`src/rtl/fir_coeff_loader.sv`:
```
// fir_coeff_loader
//   Front end of the 4-way interleaved FIR. It accepts a coefficient stream on a
//   valid/ready handshake and replays it as the coefficient-update write sequence
//   the FIR controller consumes. The stream is N coefficients followed by one
//   checksum word (the modulo-2^DATA_WIDTH sum of the coefficients). The tap count
//   is committed only when the checksum matches.
//
// Ports
//   iClk12M, iRst     clock, asynchronous active-high reset
//   iStart, iNumReq   load request and requested tap count (sampled together)
//   iCoeffValid/Data  stream word in; oCoeffReady is the accept side of the handshake
//   oCoeffUpdateFlag  high while coefficients are being written
//   oWrStrobe         one-cycle qualifier for oAddrRam / oWrDtRam
//   oNumOfCoeff       committed tap count
//   oBusy, oDone      load in progress, one-cycle end-of-attempt pulse
//   oErr              0 ok, 1 bad count, 2 checksum mismatch, 3 timeout
module fir_coeff_loader #(
   parameter int DATA_WIDTH = 16,
   parameter int ADDR_WIDTH = 6,
   parameter int MAX_COEFF  = 40,
   parameter int TIMEOUT    = 4095
) (
   input  logic                  iClk12M,
   input  logic                  iRst,
   input  logic                  iStart,
   input  logic [ADDR_WIDTH-1:0] iNumReq,
   input  logic                  iCoeffValid,
   input  logic [DATA_WIDTH-1:0] iCoeffData,
   output logic                  oCoeffReady,
   output logic                  oCoeffUpdateFlag,
   output logic                  oWrStrobe,
   output logic [ADDR_WIDTH-1:0] oAddrRam,
   output logic [DATA_WIDTH-1:0] oWrDtRam,
   output logic [ADDR_WIDTH-1:0] oNumOfCoeff,
   output logic                  oBusy,
   output logic                  oDone,
   output logic [1:0]            oErr
);

   localparam int TW = $clog2(TIMEOUT + 1);

   typedef enum logic [1:0] {S_IDLE, S_LOAD, S_CHECK, S_DONE} state_t;

   state_t                state, state_nxt;
   logic [ADDR_WIDTH-1:0] n_req;
   logic [ADDR_WIDTH-1:0] idx;
   logic [DATA_WIDTH-1:0] sum;
   logic [TW-1:0]         timer;
   logic                  accept;
   logic                  start_ok;
   logic                  last_word;
   logic                  expired;

   assign accept    = iCoeffValid && oCoeffReady;
   assign start_ok  = (iNumReq != '0) && (32'(iNumReq) <= MAX_COEFF);
   assign last_word = (idx == ADDR_WIDTH'(n_req - 1'b1));
   // timer holds the number of idle cycles already seen, so this is the
   // TIMEOUT-th consecutive idle cycle; an acceptance always overrides it.
   assign expired   = !accept && (timer == TW'(TIMEOUT - 1));

   assign oCoeffReady      = (state == S_LOAD) || (state == S_CHECK);
   assign oBusy            = oCoeffReady;
   assign oDone            = (state == S_DONE);
   // The last coefficient strobes in the first CHECK cycle; keep the flag
   // up so the controller sees every write inside its update window.
   assign oCoeffUpdateFlag = (state == S_LOAD) || oWrStrobe;

   always_ff @(posedge iClk12M or posedge iRst) begin
      if (iRst) state <= S_IDLE;
      else      state <= state_nxt;
   end

   always_comb begin
      state_nxt = state;
      case (state)
         S_IDLE:  if (iStart) state_nxt = start_ok ? S_LOAD : S_DONE;
         S_LOAD: begin
            if (accept && last_word) state_nxt = S_CHECK;
            else if (expired)        state_nxt = S_DONE;
         end
         S_CHECK: if (accept || expired) state_nxt = S_DONE;
         S_DONE:  state_nxt = S_IDLE;
         default: state_nxt = S_IDLE;
      endcase
   end

   always_ff @(posedge iClk12M or posedge iRst) begin
      if (iRst) begin
         n_req       <= '0;
         idx         <= '0;
         sum         <= '0;
         timer       <= '0;
         oWrStrobe   <= 1'b0;
         oAddrRam    <= '0;
         oWrDtRam    <= '0;
         oNumOfCoeff <= '0;
         oErr        <= '0;
      end else begin
         oWrStrobe <= 1'b0;
         case (state)
            S_IDLE: begin
               if (iStart) begin
                  if (start_ok) begin
                     n_req <= iNumReq;
                     idx   <= '0;
                     sum   <= '0;
                     timer <= '0;
                     oErr  <= 2'd0;
                  end else begin
                     oErr  <= 2'd1;
                  end
               end
            end
            S_LOAD: begin
               timer <= accept ? '0 : timer + 1'b1;
               if (accept) begin
                  oWrStrobe <= 1'b1;
                  oAddrRam  <= idx;
                  oWrDtRam  <= iCoeffData;
                  idx       <= idx + 1'b1;
                  sum       <= sum + iCoeffData;
               end else if (expired) begin
                  oErr <= 2'd3;
               end
            end
            S_CHECK: begin
               timer <= accept ? '0 : timer + 1'b1;
               if (accept) begin
                  if (iCoeffData == sum) begin
                     oNumOfCoeff <= n_req;
                     oErr        <= 2'd0;
                  end else begin
                     oErr        <= 2'd2;
                  end
               end else if (expired) begin
                  oErr <= 2'd3;
               end
            end
            default: ;
         endcase
      end
   end

endmodule
```
`config.mk`:
```
export PLATFORM = sky130hd
export DESIGN_NAME = fir_coeff_loader
export DESIGN_NICKNAME = d
export VERILOG_FILES = /design/src/rtl/fir_coeff_loader.sv
export SDC_FILE = /design/constraint.sdc
export NUM_CORES = 1
export LEC_CHECK = 0
export CORE_ASPECT_RATIO = 1.4
export CORE_MARGIN = 2
export CORE_UTILIZATION = 55
export DETAILED_ROUTE_END_ITERATION = 10
export GPL_TIMING_DRIVEN = 0
export PLACE_DENSITY = 0.81
export RECOVER_POWER = 50
export SLEW_MARGIN = 20
export SYNTH_ARGS = -nofsm -noshare
export SYNTH_HDL_FRONTEND = slang
export SYNTH_SLANG_ARGS = --single-unit
```
`constraint.sdc`:
```
create_clock -name iClk12M -period 2.6 [get_ports iClk12M]
set_clock_uncertainty 0.05 [all_clocks]
set_input_delay 0.52 -clock iClk12M [delete_from_list [all_inputs] [get_ports iClk12M]]
set_output_delay 0.52 -clock iClk12M [all_outputs]
set_load 0.05 [all_outputs]
```
==> metrics.md, run 1 <==
| Metric | Value |
|---|---|
| CP endpoint kind | `flip-flop` |
| Global-route wire length before repair | `roughly 17000 µm` |
| Post-DP HPWL | `around 7000 µm` |
| DR iter-0 viols | `just under 300` |
| Yosys reg bits | `between 70 and 80` |
| EDFF count, synth | `0` |
| Row count | `37` |
| Core Box Area | `between 7000 and 8000 µm²` |
| Worst vdd ir | `1599 µV` |
| Placed Cells | `602` |
| Layout cells sized above 1 | `between 15 and 20%` |
| NumNets Final | `~580` |
| Worst slew margin | `around 14%` |
| CTS tree | `yes` |
| Die Span Y | `between 100 and 150 µm` |
| P_leak | `2.487 nW` |
| Hold WS | `around 0.36 ns` |
| Hold Path Class | `in2reg` |
| Area Overhead vs Synth | `32.51%` |
| WHS Path Cells | `3` |
| Switching part of the total power | `about 45%` |
| Pre-antenna DRT Iters | `6` |
| Worst-path clk slew | `0.08 ns` |
| Critical-path top delay cell | `or4_1` |
| Worst skew pair latency | `between 0.3 and 0.4 ns` |
| Crit path cell chain | `ha_4 -> nand4_1 -> buf_4 -> nor4b_4 -> o311ai_4 -> a21oi_2 -> nor3_1 -> or4_1 -> o211ai_1` |
| GRT Residual Overflow | `0` |
| Worst R2R Start | `sum[8]` |
| Fmax | `about 380 MHz` |
| Crit path time final | `approximately 2.6 ns` |
| Utilization after layout | `about three quarters` |
| Port Buffers | `60` |
| Cells after synthesis | `444` |
| Hold_sp | `iCoeffData[6]` |
| Routed WL per cell | `about 17 µm` |
| Placer congestion estimate | `0.9128` |
| Antenna cells | `0` |
| I/O pin count | `61` |
| Max_cap viols | `0` |
| Failing checks | `negative setup slack` |
| DR DRC count | `0` |
| Reg-to-reg endpoint | `sum[15]` |
| Filler instances | `roughly 560` |
| Worst hold path endpoint | `oWrDtRam[6]` |
| Crit path kind | `reg2reg` |
| Post-DRT Antenna Nets | `0` |
| Post-place setup slack | `-0.5763 ns` |
| Vias in the first global route | `between 3000 and 4000` |
| Combinational Power Share | `53.3%` |
| Final std cells w/o fill | `approximately 630` |
| CP top delay family | `simple AND/OR/NAND/NOR gates` |
| Ys flop type | `dfrtp_1` |
| Async SR Flop Fraction | `between 90% and 100%` |
| Effective utilization at floorplan | `between 50% and 60%` |
| Reg power frac | `about 27%` |
| Fraction of the cycle the final worst path needs | `101.2%` |
| CTS Buf Count | `9` |
| Number of antenna violations at the first check in global routing | `0` |
| Setup Viol. Count Final | `1` |
| Critical path required time | `2.83 ns` |
| Worst Tran Pin Value | `between 1 and 1.5 ns` |
| Hold-fix buffer count after cts | `0` |
| Switching power | `2.857 mW` |
| Syn Area/Cell | `~9.3 µm²` |
| Number of library cell types mapped by synthesis | `56` |
| Vias | `about 3700` |
| Critical path fanouts, max | `6` |
| Setup ws final | `-0.03149 ns` |
| Power share of the clock group | `19.4%` |
| Yosys warning count | `0` |
| Sinks on Clock Net | `73` |
| Nature of the critical path startpoint | `flip-flop` |
| Commonest non-fill, non-tap cell in the layout | `nand2_1` |
| Final Power | `6.365 mW` |
| Gr usage total | `a little over a quarter` |
| Register area share after synthesis | `between 40% and 50%` |
| CTS H-tree lvls | `3` |
| Mapped cell area | `a little over 4000 µm²` |
| Syn_nets | `between 400 and 500` |
| Commonest non-fill, non-tap cells in the layout | `98 x nand2_1, 73 x dfrtp_1, 42 x clkdlybuf4s50_1, 34 x o21ai_0, 28 x nor2_1` |
| Max-slew violations | `0` |
| Largest net degree at the start of global routing | `47` |
| CTS Buffer Depth | `2` |
| Die width | `around 77 µm` |
| PwrDens | `approximately 1200 nW/µm²` |
| Arr. time, crit path | `2.86 ns` |
| FF-to-FF setup slack | `-0.03 ns` |
| CTS root buffer | `clkbuf_8` |
| P_int | `roughly 3.5 mW` |
| FF-to-FF path depth | `9` |
| Die area | `between 8000 and 9000 µm²` |
| DRT Wirelength | `10860 µm` |
| Crit path buf inv count | `1` |
| Final hold viol count | `0` |
| CP peak stage delay | `approximately 0.52 ns` |
| Via density | `5.843` |
| Status | `finished with violations` |
[how the worst max path moves through the flow]
stage,start,endpoint,slack [ns],depth (start not counted)
5_1_grt,sum[6],sum[15],-0.11,10
3_5_place_dp,iCoeffData[0],sum[14],-0.58,10
6_report,sum[8],sum[15],-0.03,9
3_3_place_gp,iRst,oWrDtRam[0],-1.03,2
2_1_floorplan,state[0],sum[15],0.08,8
4_1_cts,iCoeffData[6],sum[15],0.001,10
[cell families after synthesis]
kind of cell	synth area share, %
multiplexers	3.753
AND/OR/NAND/NOR	19.07
buffers and inverters	3.269
AO/OA/AOI/OAI	16.89
adder cells (fa/ha/maj)	7.748
XOR/XNOR	5.085
flip-flops	44.19
[metal layers]
layer  wire (µm)  global-route usage [%]  share of wire (%)  vias to the layer above
met3         496                   3.114                4.6                       30
met5           0                       0                  0                        -
met4         282                   12.37                2.6                        0
met1        4266                   29.86                 39                     1788
met2        5817                   47.83                 54                      117
li1            -                       -                  -                     1723
[sequential cells by signal (all words and copies together), names as in the netlist]
| name | count |
|---|---|
| n_req | 6 |
| state | 2 |
| sum | 16 |
| oAddrRam | 6 |
| timer | 12 |
| idx | 6 |
| oWrDtRam | 16 |
| oErr | 2 |
| oWrStrobe | 1 |
| oNumOfCoeff | 6 |
[area by class of cell]
| class | count | area, µm² | area share [%] |
|---|---|---|---|
| plain buffers | 15 | 81.33 | 1.485 |
| clock buffers | 11 | 151.4 | 2.764 |
| inverters | 12 | 46.29 | 0.8451 |
| multi-input cells | 341 | 2422 | 44.22 |
| repair buffers | 72 | 703.2 | 12.84 |
| clock inverters | 5 | 125.1 | 2.284 |
| flip-flops and latches | 73 | 1827 | 33.35 |
| well taps | 97 | 121.4 | 2.216 |
[power by group through the flow]
stage          registers [mW]  clock network, mW  logic [mW]
5_1_grt                  1.78               1.28        3.64
4_1_cts                  1.73               1.24        3.24
6_report                 1.74               1.23        3.39
2_1_floorplan            2.23                  0        1.75
3_5_place_dp             1.75                  0        3.14
3_3_place_gp             1.72                  0        3.06
[synthesized netlist by cell type (5+ instances only)]
cell | n | share of area (%)
ha_1 | 24 | 7.3
a31oi_1 | 6 | 0.91
nand2_1 | 98 | 8.9
xnor2_1 | 12 | 2.5
mux2_2 | 12 | 3.3
nor2_1 | 28 | 2.5
o21ai_0 | 35 | 4.2
clkbuf_1 | 12 | 1.1
nor3_1 | 10 | 1.2
a21oi_1 | 18 | 2.2
o31ai_1 | 11 | 2.0
nand3_1 | 8 | 0.97
dfrtp_1 | 73 | 44
inv_1 | 12 | 1.1
nand4_1 | 9 | 1.4
a22o_1 | 5 | 1.1
xor2_1 | 12 | 2.5
[metrics by stage]
step	cell area, µm²	setup TNS (ns)
6_report	5478	-0.03149
3_3_place_gp	4858	-82.68
4_1_cts	5323	0
5_1_grt	5478	-0.1124
3_5_place_dp	4888	-9.673
2_1_floorplan	4136	0
[what timing repair did]
item | 4_1_cts | 5_1_grt
gates resized for setup | 28 | 32
setup buffers | 5 | 6
pin swaps | 10 | 12
setup endpoints to repair | 22 | 26
[worst register-to-register path: cells and delay by family (launching register included)]
family,cells,cell delay (ns)
buffers and inverters,1,0.18
adder cells (fa/ha/maj),1,0.33
AND/OR/NAND/NOR,4,1.08
AO/OA/AOI/OAI,3,0.47
flip-flops,1,0.42
Power figures use the tool's default switching activity.
==> run 2, diff against run 1 <==
Clock period 2.6 ns to 2.7 ns, I/O delays scaled along.
==> run 2 against run 1 <==
  * The run now ends clean
  * Core utilization is 2.6 points lower
  * Wire length is 9.6% lower
  * Clock power is 4% lower
  * Non-clock buffer count is 10 lower
  * Register-to-register slack better by 0.19 ns
  * Sequential cell count stayed put
  * Via count is 4.2% lower
  * Clock-buffer cell count stayed put
  * Die area stayed put
  * Critical path depth is 2 lower
  * Sequential share of layout area is 1.2 points higher
  * Critical path type is now in2reg
==> metrics.md, run 2 (synthesis gave the netlist of run 1 again) <==
| Metric | Value |
|---|---|
| Port Buffers | `60 (unchanged)` |
| Die area | `8235 µm² (unchanged)` |
| Worst slew margin | `40.62% (+27 points)` |
| DR DRC count | `0 (unchanged)` |
| Max-slew violations | `0 (unchanged)` |
| Setup ws final | `0.05907 ns (+0.09056 ns)` |
| Routed WL per cell | `15.94 µm (-8.1%)` |
| Final hold viol count | `0 (unchanged)` |
| Crit path time final | `2.641 ns` |
| Status | `finished, final reports clean` |
| Critical path required time | `2.90 ns (+0.07 ns)` |
| Placer congestion estimate | `0.9455 (+3.6%)` |
| NumNets Final | `565 (-1.7%)` |
| Largest net degree at the start of global routing | `54 (+15%)` |
| CTS Buf Count | `9 (unchanged)` |
| DR iter-0 viols | `177 (-39%)` |
| CTS root buffer | `clkbuf_8` |
| Global-route wire length before repair | `16380 µm (-4.0%)` |
| Number of antenna violations at the first check in global routing | `0 (unchanged)` |
| P_leak | `2.384 nW (-4.2%)` |
| Arr. time, crit path | `2.84 ns (-0.02 ns)` |
| I/O pin count | `61 (unchanged)` |
| Row count | `37 (unchanged)` |
| Vias | `3506 (-4.2%)` |
| CTS H-tree lvls | `3 (unchanged)` |
| Gr usage total | `25.22% (-0.83 points)` |
| Worst skew pair latency | `0.37 ns (about the same)` |
| Top flop regs | `oWrDtRam x16, sum x16, timer x12` |
| CP endpoint kind | `flip-flop` |
| Via density | `5.692 (-2.6%)` |
| Worst-path clk slew | `0.07 ns (about the same)` |
| Commonest non-fill, non-tap cells in the layout | `98 x nand2_1, 73 x dfrtp_1, 48 x clkdlybuf4s50_1, 34 x o21ai_0, 28 x nor2_1` |
| DRT Wirelength | `9819 µm (-9.6%)` |
| Sinks on Clock Net | `73 (unchanged)` |
| Worst vdd ir | `1064 µV (-33%)` |
| Nature of the critical path startpoint | `primary input` |
| Post-DP HPWL | `6968 µm (-2.3%)` |
| Vias in the first global route | `3534 (-4.2%)` |
| Die width | `77.27 µm (unchanged)` |
| Crit path kind | `in2reg` |
| Effective utilization at floorplan | `56.52% (unchanged)` |
| Critical path fanouts, max | `6 (unchanged)` |
| Max_cap viols | `0 (unchanged)` |
| Fraction of the cycle the final worst path needs | `between 90 and 100%` |
| Hold Path Class | `in2reg` |
| Post-DRT Antenna Nets | `0 (unchanged)` |
| Post-place setup slack | `-0.5062 ns (+0.07012 ns)` |
| Core Box Area | `7315 µm² (unchanged)` |
| Area Overhead vs Synth | `27.97%` |
| GRT Residual Overflow | `0 (unchanged)` |
| Worst Tran Pin Value | `0.8859 ns (-0.3969 ns)` |
| Fmax | `about 380 MHz` |
| Hold-fix buffer count after cts | `0 (unchanged)` |
| Antenna cells | `0 (unchanged)` |
| Die Span Y | `106.6 µm (unchanged)` |
| Layout cells sized above 1 | `12.52% (-3.7 points)` |
| Pre-antenna DRT Iters | `4 (-2)` |
| Final Power | `5.958 mW (-6.4%)` |
| PwrDens | `1126 nW/µm² (-3.1%)` |
| Setup Viol. Count Final | `0 (-1)` |
| CTS tree | `yes` |
| Commonest non-fill, non-tap cell in the layout | `nand2_1` |
| CTS Buffer Depth | `2 (unchanged)` |
==> run 2: changes by cell type in the layout (fill, tap and decap cells not counted), sizes merged <==
cell | before | now
buf | 14 | 5
clkdlybuf4s50 | 42 | 48
dlymetal6s2s | 7 | 2
clkbuf | 25 | 23
==> run 2: report_power, final <==
group	total, mW	switching [mW]	leakage (nW)	internal (mW)
clock network	1.18	0.422	0.140	0.756
logic	3.12	1.98	1.28	1.14
registers	1.66	0.259	0.967	1.40
==> run 2: path summary, 6_finish.rpt <==
check,end,slack (ns),startpoint,cells after the start
hold reg to reg,oWrDtRam[10],0.42,oWrDtRam[10],2
setup / recovery,oNumOfCoeff[2],0.06,iCoeffData[9],7
hold / removal,oWrDtRam[6],0.38,iCoeffData[6],3
max in group asynchronous,state[1],0.65,iRst,3
min in group asynchronous,oWrDtRam[2],0.71,iRst,2
setup reg to reg,sum[15],0.16,state[0],8
==> run 2: area by class of cell <==
class | count | area (µm²)
multi-input combinational | 341 | 2325
inverter | 12 | 46.29
fill | 570 | 2024
buffer | 15 | 77.57
clock inverter | 5 | 125.1
timing repair buffer | 62 | 616.8
clock buffer | 11 | 151.4
sequential | 73 | 1827
tap | 97 | 121.4
==> run 2: per-stage QoR <==
stage                     cell area, µm²  setup TNS, ns  hold slack [ns]  utilization (%)  cells
after floorplan                     4134              0           0.3956                -    444
after global placement              4856         -71.92           0.4062            66.39    601
after detailed placement            4886         -6.203           0.4107            66.80    602
after CTS                           5185       -0.02795           0.4282            70.89    619
after global routing                5290       -0.03162           0.3958            72.32    616
final                               5290              0           0.3756            72.32    616
==> run 2: per-layer routing <==
layer | wire, µm | vias to the layer above | track usage (%) | share of wire, %
met4 | 229 | 0 | 11.99 | 2.3
met2 | 5099 | 72 | 44.60 | 52
li1 | - | 1710 | - | -
met3 | 323 | 23 | 5.051 | 3.3
met5 | 0 | - | 0 | 0
met1 | 4166 | 1701 | 29.10 | 42
==> run 2: repair_timing <==
action | 4_1_cts | 5_1_grt
gates resized for setup | 9 | 27
hold endpoints to repair | 0 | 0
pin swaps | 4 | 9
endpoints found under the setup margin | 11 | 23
buffers inserted | 1 | 0
gates cloned | 0 | 0
==> run 2: worst max-delay path, stage by stage <==
cell and delay (ns):
clkdlybuf4s50_1 0.50, ha_2 0.34, nor4_2 0.37, nand4_1 0.25, nor4_4 0.31, buf_4 0.19
mux2_2 0.34
==> run 3, diff against run 2 <==
Settings changed: CELL_PAD_IN_SITES_DETAIL_PLACEMENT set to 1, CELL_PAD_IN_SITES_GLOBAL_PLACEMENT set to 2, CORE_UTILIZATION 55 to 34, PLACE_DENSITY 0.81 to unset, PLACE_DENSITY_LB_ADDON set to 0.1.
==> run 3 against run 2 <==
  * Combinational power grew 4%
  * Design area rose by 4.7%
  * Global-route usage shrank 6.9 points
  * Critical path depth decreased by 1
  * Via count rose by 0.57%
  * Clock power increased by 9%
  * Maximum frequency shrank 0.11%
  * Non-clock buffer count up 5
  * Core utilization shrank 25 points
==> metrics.md, run 3 (synthesis gave the netlist of run 1 again) <==
| Metric | Value |
|---|---|
| Worst Tran Pin Value | `1.066 ns (+0.1799 ns)` |
| RSZ-0062 raised after global routing | `false` |
| Final std cells w/o fill | `671 (+8.9%)` |
| Placer congestion estimate | `0.7885 (-17%)` |
| Max-slew violations | `0 (unchanged)` |
| Critical path fanouts, max | `7 (+1)` |
| Vias | `3526 (+0.57%)` |
| I/O pin count | `61 (unchanged)` |
| Antenna cells | `0 (unchanged)` |
| CTS Buf Count | `9 (unchanged)` |
| Top flop regs | `oWrDtRam x16, sum x16, timer x12` |
| Uppermost layer routed | `met4` |
| Post-DP HPWL | `8308 µm (+19%)` |
| DRT Wirelength | `11470 µm (+17%)` |
| Post-DRT Antenna Nets | `0 (unchanged)` |
| Setup Viol. Count Final | `0 (unchanged)` |
| Routed WL per cell | `17.10 µm (+7.2%)` |
| Hold Path Class | `in2reg` |
| CTS tree | `yes` |
| Worst vdd ir | `1008 µV (-5.2%)` |
| Fmax | `378.2 MHz (-0.11%)` |
| CTS root buffer | `clkbuf_16` |
| Crit path cell chain | `clkdlybuf4s50_1 -> ha_1 -> or4_4 -> nor4_4 -> buf_6 -> mux2_2` |
| CTS Buffer Depth | `2 (unchanged)` |
| Worst skew pair latency | `0.33 ns (-0.04 ns)` |
| Vias in the first global route | `3798 (+7.5%)` |
| Utilization after layout | `46.84% (-25 points)` |
| CP top delay family | `simple AND/OR/NAND/NOR gates` |
| Hold-fix buffer count after cts | `0 (unchanged)` |
| Core Box Area | `11820 µm² (+62%)` |
| Worst-path clk slew | `0.06 ns (about the same)` |
| Status | `finished, final reports clean` |
| WL met2 | `6114 µm (+20%)` |
| Global-route wire length before repair | `19180 µm (+17%)` |
| CTS H-tree lvls | `3 (unchanged)` |
| Row count | `47 (+27%)` |
| Layout cells sized above 1 | `15.08% (+2.6 points)` |
| Metal3 WL | `260 µm (-20%)` |
| Commonest non-fill, non-tap cell in the layout | `nand2_1` |
| Placed Cells | `652 (+8.3%)` |
| CP endpoint kind | `flip-flop` |
| Final Power | `6.200 mW (+4.1%)` |
| Die width | `97.19 µm (+26%)` |
| Fraction of the cycle the final worst path needs | `97.92% (+0.11 points)` |
| DRT met1 WL | `4931 µm (+18%)` |
| Setup ws final | `0.05616 ns (-0.002905 ns)` |
| Sinks on Clock Net | `73 (unchanged)` |
| Gr usage total | `18.28% (-6.9 points)` |
| Design area | `5537 µm² (+4.7%)` |
| Worst slew margin | `28.55% (-12 points)` |
| NumNets Final | `570 (+0.88%)` |
| Hold WS | `0.3967 ns (+0.02111 ns)` |
| PwrDens | `1120 nW/µm² (-0.58%)` |
| Dpl cell area | `4949 µm² (+1.3%)` |
| DR iter-0 viols | `85 (-52%)` |
| Pre-antenna DRT Iters | `4 (unchanged)` |
| CP peak stage delay | `0.59 ns (+0.09 ns)` |
| Critical path required time | `2.87 ns (-0.03 ns)` |
| Final hold viol count | `0 (unchanged)` |
| Crit path kind | `in2reg` |
| P_leak | `2.517 nW (+5.6%)` |
| DR DRC count | `0 (unchanged)` |
| Filler instances | `1326 (+130%)` |
| Port Buffers | `60 (unchanged)` |
| Nature of the critical path startpoint | `primary input` |
| Crit path time final | `2.644 ns (+0.002905 ns)` |
| Crit path buf inv count | `2 (unchanged)` |
| Max_cap viols | `0 (unchanged)` |
| Die Span Y | `134.5 µm (+26%)` |
| Arr. time, crit path | `2.81 ns (-0.03 ns)` |
| Setup_tns | `0 ns (unchanged)` |
| GRT Residual Overflow | `0 (unchanged)` |
| Area Overhead vs Synth | `33.93%` |
| Commonest non-fill, non-tap cells in the layout | `98 x nand2_1, 73 x dfrtp_1, 38 x clkdlybuf4s50_1, 34 x o21ai_0, 28 x nor2_1` |
| Die area | `13070 µm² (+59%)` |
| Post-place setup slack | `-0.5022 ns (+0.004032 ns)` |
| Largest net degree at the start of global routing | `52 (-3.7%)` |
| Effective utilization at floorplan | `34.97% (-22 points)` |
| Number of antenna violations at the first check in global routing | `0 (unchanged)` |
| Critical-path top delay cell | `or4_4` |
| Via density | `5.255 (-7.7%)` |
[run 3: cell count changes in the layout (fill, tap and decap cells not counted), sizes merged]
| cell | delta |
|---|---|
| bufinv | -2 |
| buf | +5 |
| clkinv | +3 |
| dlymetal6s2s | +7 |
| clkbuf | -2 |
| clkdlybuf4s50 | -10 |
| clkinvlp | +1 |
| dlygate4sd3 | +3 |
[run 3: tightest hold or removal path: cells and delay by family]
kind          cells  cell delay [ns]
buf+inv           1             0.10
simple gates      2             0.10
[run 3: final timing paths]
kind | start | to | slack (ns) | depth (start not counted)
min reg2reg | oAddrRam[3] | oAddrRam[3] | 0.42 | 2
min | iCoeffData[6] | oWrDtRam[6] | 0.40 | 3
min in group asynchronous | iRst | oNumOfCoeff[5] | 0.80 | 2
max | iCoeffData[11] | oNumOfCoeff[1] | 0.06 | 6
max reg2reg | sum[6] | sum[15] | 0.15 | 10
max in group asynchronous | iRst | timer[8] | 0.49 | 3
[run 3: repair_timing]
| item | in CTS | in global routing |
|---|---|---|
| setup buffers | 1 | 5 |
| setup endpoints to repair | 32 | 38 |
| gates resized for setup | 15 | 46 |
| pin swaps | 6 | 12 |
[run 3: layout make-up]
class,count,area (µm²),share of cell area [%]
Buffer,15,82.58,1.492
Clock buffer,9,225.2,4.068
Clock inverter,7,95.09,1.718
Inverter,12,46.29,0.8362
Multi-Input combinational cell,341,2401,43.37
Sequential cell,73,1827,32.99
Tap cell,147,183.9,3.322
Timing Repair Buffer,67,675.6,12.20
[run 3: layer usage]
layer	track usage (%)	vias to the layer above
li1	-	1707
met1	22.03	1757
met2	32.91	50
met3	3.261	12
met4	6.182	0
met5	0	-
[run 3: report_power, final]
group | internal (mW) | leakage (nW) | switching, mW
clock network | 0.809 | 0.155 | 0.486
registers | 1.41 | 0.967 | 0.271
logic | 1.20 | 1.39 | 2.03
total | 3.41 | 2.52 | 2.79
